File: src/rtl/shiftreg_ctrl.sv
// shiftreg_ctrl: sequencer for a free-running serial shift register.
// Accepts a WIDTH-bit word over valid/ready, shifts it MSB-first onto sr_in,
// samples sr_out after DEPTH edges of pipeline latency, rebuilds the word on
// dout with a one-cycle dout_valid pulse and raises a sticky err on any
// loopback mismatch.
//
// Ports:
//   clk        rising-edge clock, shared with the shift register
//   clr        asynchronous active-low reset, shared with the shift register
//   din_valid  producer has a word on din
//   din        word to send, sampled only on accept
//   ready      controller can accept a word (registered)
//   busy       transfer in progress: SHIFT, WAIT or DONE (registered)
//   sr_in      serial bit to the shift register input (registered)
//   sr_out     serial bit from the shift register output
//   dout       last received word, held until the next completion (registered)
//   dout_valid one-cycle pulse when dout updates (registered)
//   err        sticky loopback mismatch flag (registered)
//   err_clr    synchronous clear of err; a same-edge mismatch wins
module shiftreg_ctrl #(
    parameter int unsigned WIDTH = 4,
    parameter int unsigned DEPTH = 4
) (
    input  logic             clk,
    input  logic             clr,
    input  logic             din_valid,
    input  logic [WIDTH-1:0] din,
    output logic             ready,
    output logic             busy,
    output logic             sr_in,
    input  logic             sr_out,
    output logic [WIDTH-1:0] dout,
    output logic             dout_valid,
    output logic             err,
    input  logic             err_clr
);

    localparam int unsigned CNT_W    = $clog2(DEPTH + WIDTH + 2);
    localparam int unsigned LAST_TX  = WIDTH;
    localparam int unsigned FIRST_RX = DEPTH + 1;
    localparam int unsigned LAST_RX  = DEPTH + WIDTH;

    typedef enum logic [1:0] {
        IDLE  = 2'd0,
        SHIFT = 2'd1,
        WAIT  = 2'd2,
        DONE  = 2'd3
    } state_t;

    state_t             state_q, state_d;
    logic [CNT_W-1:0]   cnt_q, cnt_d;
    logic [WIDTH-1:0]   tx_q, tx_d;
    logic [WIDTH-1:0]   rx_q, rx_d;

    logic               ready_d;
    logic               busy_d;
    logic               sr_in_d;
    logic [WIDTH-1:0]   dout_d;
    logic               dout_valid_d;
    logic               err_d;

    logic [WIDTH-1:0]   tx_shl;
    logic [WIDTH-1:0]   rx_shift;
    logic               sample;
    logic               last;

    // Bit k of the transfer (MSB first) is the top bit of tx shifted left by k.
    assign tx_shl   = tx_q << cnt_q;
    // Receive word with this edge's sr_out sample appended at the LSB.
    assign rx_shift = WIDTH'({rx_q, sr_out});
    // Sampling window is set by the edge count alone, so it may overlap SHIFT.
    assign sample   = (cnt_q >= CNT_W'(FIRST_RX));
    assign last     = (cnt_q == CNT_W'(LAST_RX));

    // State, counter, data and output registers.
    always_ff @(posedge clk or negedge clr) begin
        if (!clr) begin
            state_q    <= IDLE;
            cnt_q      <= '0;
            tx_q       <= '0;
            rx_q       <= '0;
            ready      <= 1'b0;
            busy       <= 1'b0;
            sr_in      <= 1'b0;
            dout       <= '0;
            dout_valid <= 1'b0;
            err        <= 1'b0;
        end else begin
            state_q    <= state_d;
            cnt_q      <= cnt_d;
            tx_q       <= tx_d;
            rx_q       <= rx_d;
            ready      <= ready_d;
            busy       <= busy_d;
            sr_in      <= sr_in_d;
            dout       <= dout_d;
            dout_valid <= dout_valid_d;
            err        <= err_d;
        end
    end

    // Next-state and next-output logic.
    always_comb begin
        state_d      = state_q;
        cnt_d        = cnt_q;
        tx_d         = tx_q;
        rx_d         = rx_q;
        ready_d      = ready;
        busy_d       = busy;
        sr_in_d      = 1'b0;
        dout_d       = dout;
        dout_valid_d = 1'b0;
        err_d        = err;

        // Clear first so a mismatch detected on the same edge overrides it.
        if (err_clr) begin
            err_d = 1'b0;
        end

        case (state_q)
            IDLE: begin
                ready_d = 1'b1;
                busy_d  = 1'b0;
                if (din_valid && ready) begin
                    tx_d    = din;
                    rx_d    = '0;
                    sr_in_d = din[WIDTH-1];
                    ready_d = 1'b0;
                    busy_d  = 1'b1;
                    cnt_d   = CNT_W'(1);
                    state_d = SHIFT;
                end
            end

            SHIFT, WAIT: begin
                cnt_d = cnt_q + CNT_W'(1);
                if (sample) begin
                    rx_d = rx_shift;
                end
                if (state_q == SHIFT) begin
                    if (cnt_q < CNT_W'(LAST_TX)) begin
                        sr_in_d = tx_shl[WIDTH-1];
                    end else begin
                        state_d = WAIT;
                    end
                end
                if (last) begin
                    dout_d       = rx_shift;
                    dout_valid_d = 1'b1;
                    state_d      = DONE;
                    if (rx_shift != tx_q) begin
                        err_d = 1'b1;
                    end
                end
            end

            DONE: begin
                busy_d  = 1'b0;
                ready_d = 1'b1;
                cnt_d   = '0;
                state_d = IDLE;
            end

            default: begin
                state_d = IDLE;
            end
        endcase
    end

endmodule

File: config.mk
export PLATFORM = sky130hd
export DESIGN_NAME = shiftreg_ctrl
export DESIGN_NICKNAME = d
export VERILOG_FILES = /design/src/rtl/shiftreg_ctrl.sv
export SDC_FILE = /design/constraint.sdc
export NUM_CORES = 1
export LEC_CHECK = 0
export CORE_UTILIZATION = 56
export DETAILED_ROUTE_END_ITERATION = 8
export PLACE_DENSITY = 0.92
export SLEW_MARGIN = 20
export SYNTH_ARGS = -nofsm -noshare
export SYNTH_HDL_FRONTEND = slang
export SYNTH_SLANG_ARGS = --single-unit
File: constraint.sdc
create_clock -name clk -period 4.2 [get_ports clk]
set_clock_uncertainty 0.2 [all_clocks]
set_input_delay 1.26 -clock clk [delete_from_list [all_inputs] [get_ports clk]]
set_output_delay 1.26 -clock clk [all_outputs]
set_load 0.01 [all_outputs]
==> flow_summary.ini <==
[outcome]
status = finished clean

[timing]
rsz0062_at_grt = no
fin_tns_setup_ns = 0
max-slew-margin-rel_pct = 35.8
setup-violations-final = 0
final-max-slew-violation-count = 0
timing_hold_violations_final = 0
whs_ns = 0.293
worst-slew-pin-transition_ns = 0.960
time_the_final_worst_path_needs_with_i_o_delays_and_setup_ns = 2.80
layout_worst_path_cycle_share_pct = 66.7
fmax_ghz = 0.357

[final_layout]
final_net_count = 137
post_route_cells_drive_above_1_share_pct = 15.0
synthToLayoutAreaGrowth_pct = 18.5
insertedDiodeCount = 0
filler_cell_count = 129

[yosys]
post_syn_nets = 118
synth_async_sr_flop_share_pct = 100
synth.yosys.seq_area_share_pct = 46.5
synth_enable_flop_cells = 0
synth_cell_type_count = 33
netlist_area_um2 = 1180
synth-main-ff-cell = dfrtp_1
ys.warnings.count = 0
synth.avg_cell_area_um2 = 11.6
ys_seq_elements = 22
post_synth_inst_count = 102

[run]
max_cap_violations = 0

[min_path]
timing.hold.worst_path_depth = 2
hold_class = reg -> reg
worstHoldEndpoint = dout[3]
worst_hold_startpoint = dout[3]

[clocking]
number_of_buffers_inserted_by_post_cts_setup_repair = 0
cts-hold-fix-buffers = 0
cts_num_sinks = 22
cts_buffer_count = 3
ctsResizeCount = 0
clock_insertion_delay_worst_skew_ns = 0.30
cts-htree-levels = 1
clockBufferDepth = 2
cts_tree = built
cts.clk_slew.worst_paths_ns = 0.12
ctsRootBufferMaster = clkbuf_4

[placement]
estimated_wirelength_of_the_detail_placed_design_um = 1650
routabilityCongestion = 0.819
port_buffers = 17

[power_and_ir_drop]
static-leakage-power_nw = 0.643
p_per_area_nw_per_um2 = 751
peakVddDrop_mv = 0.422

[setup_path]
worst_r2r_endpoint = rx_q[1]
reg2reg_slack_ns = 1.89
startpoint_of_the_most_critical_register_to_register_path = state_q[0]
timing.setup.critical_path_class = reg -> out
critical_path_fanouts_max = 7
crit_path_end_kind = output port
worst-r2r-cell-count = 5
critical_path.top_delay_family = buffers and inverters
timing.critical_path.buf_inv = 1
required_time_of_the_critical_path_ns = 2.74
cpPeakStageDelay_ns = 0.57
worst_path_max_delay_cell = clkdlybuf4s50_1
critical_path.cell_chain = clkdlybuf4s50_1
setup_crit_start_kind = flip-flop
cp_data_arrival_time_ns = 1.34

[global_routing]
grt_antenna_before_repair = 0
via_count_of_the_first_global_routing_pass = 759
grt.overflow.total = 0
grt_start_max_net_pins = 23
grt_use_total_pct = 21.9
grt_pass1_wl_um = 3390

[routing]
avgRoutedWirePerCell_um = 14.5
dr.first_iter.drc_count = 13
detail-route-antenna-nets = 0
route.vias.total = 819
avgViaCountPerCell = 5.57
first_pass_iters = 4
drc_errors = 0
wirelength_um = 2140

[floorplan]
placement_rows = 16
die_y_um = 48.0
core_area_um2 = 1980
ioPinCount = 18
die_width_um = 48.0
total_die_area_um2 = 2300
initial_core_util_pct = 59.7
==> per-layer routing <==
metal	up-vias	GRT usage (%)	wire (um)	part of all wire, %
li1	393	-	-	-
met1	406	27.4	934	44
met2	16	38.6	1120	52
met3	4	2.26	48	2.2
met4	0	8.33	32	1.5
met5	-	0	0	0
==> cell usage in the layout, fill, tap and decap left out, drive strengths merged, types with 2 or more instances in the layout <==
cell,count
o21ai,8
nor2,2
nor2b,3
nand3b,2
mux2i,3
dfrtp,22
a21oi,2
clkdlybuf4s50,17
nand2,11
xor2,4
nor4,2
nand3,3
ha,7
clkbuf,4
inv,11
mux2,5
==> cell usage after synthesis (2+ instances only) <==
| master | count | area (um2) |
|---|---|---|
| a21oi_1 | 2 | 10.0 |
| dfrtp_1 | 22 | 551 |
| nor2_1 | 2 | 7.51 |
| nand3_1 | 3 | 15.0 |
| inv_1 | 11 | 41.3 |
| mux2_2 | 4 | 45.0 |
| xor2_1 | 4 | 35.0 |
| mux2i_1 | 3 | 30.0 |
| buf_2 | 2 | 10.0 |
| ha_1 | 7 | 87.6 |
| nor2b_1 | 3 | 18.8 |
| o21ai_0 | 8 | 40.0 |
| nand2_1 | 11 | 41.3 |
==> state kept, by name, summed over array words and instances, names as in the netlist, 2 cells and up <==
name	cells
cnt_q	4
tx_q	4
rx_q	3
dout	4
state_q	2
==> final cells by class <==
type	count	area, um2	share of cell area, %
Clock buffer	4	36.3	2.59
Timing Repair Buffer	17	170	12.1
Multi-Input combinational cell	66	571	40.7
Tap cell	27	33.8	2.41
Inverter	11	41.3	2.94
Sequential cell	22	551	39.3
==> how the worst max path moves through the flow <==
stage | start | end | slack (ns) | cells after the start
floorplan | din_valid | state_q[0] | 1.81 | 4
global placement | din_valid | state_q[0] | 1.23 | 4
detailed placement | din_valid | rx_q[1] | 1.16 | 4
CTS | ready | ready | 1.39 | 1
global route | ready | ready | 1.34 | 1
finish | ready | ready | 1.40 | 1
==> where the power goes <==
group	internal (mW)	total [mW]	switching, mW
Clock	0.0529	0.117	0.0639
Combinational	0.285	0.574	0.289
Sequential	0.286	0.362	0.0762
==> through the flow <==
stage | setup slack, ns | std cells | instance area, um2 | power, mW | utilization (%)
6_report | 1.40 | 147 | 1400 | 1.05 | 70.8
5_1_grt | 1.34 | 147 | 1400 | 1.12 | 70.8
4_1_cts | 1.39 | 147 | 1400 | 1.06 | 70.8
3_5_place_dp | 1.16 | 143 | 1370 | 0.936 | 68.9
3_3_place_gp | 1.23 | 143 | 1370 | 0.893 | 68.9
2_1_floorplan | 1.81 | 102 | 1180 | 0.802 | -
==> cells by family after synthesis <==
family | count (synthesis) | share of synthesized area, %
XOR/XNOR | 4 | 2.96
AO/OA/AOI/OAI | 18 | 11.5
flip-flops | 22 | 46.5
adder cells (fa/ha/maj) | 7 | 7.40
buffers and inverters | 14 | 5.29
multiplexers | 9 | 9.51
AND/OR/NAND/NOR | 28 | 16.8
Note: power is estimated with default switching activity, not from simulation.
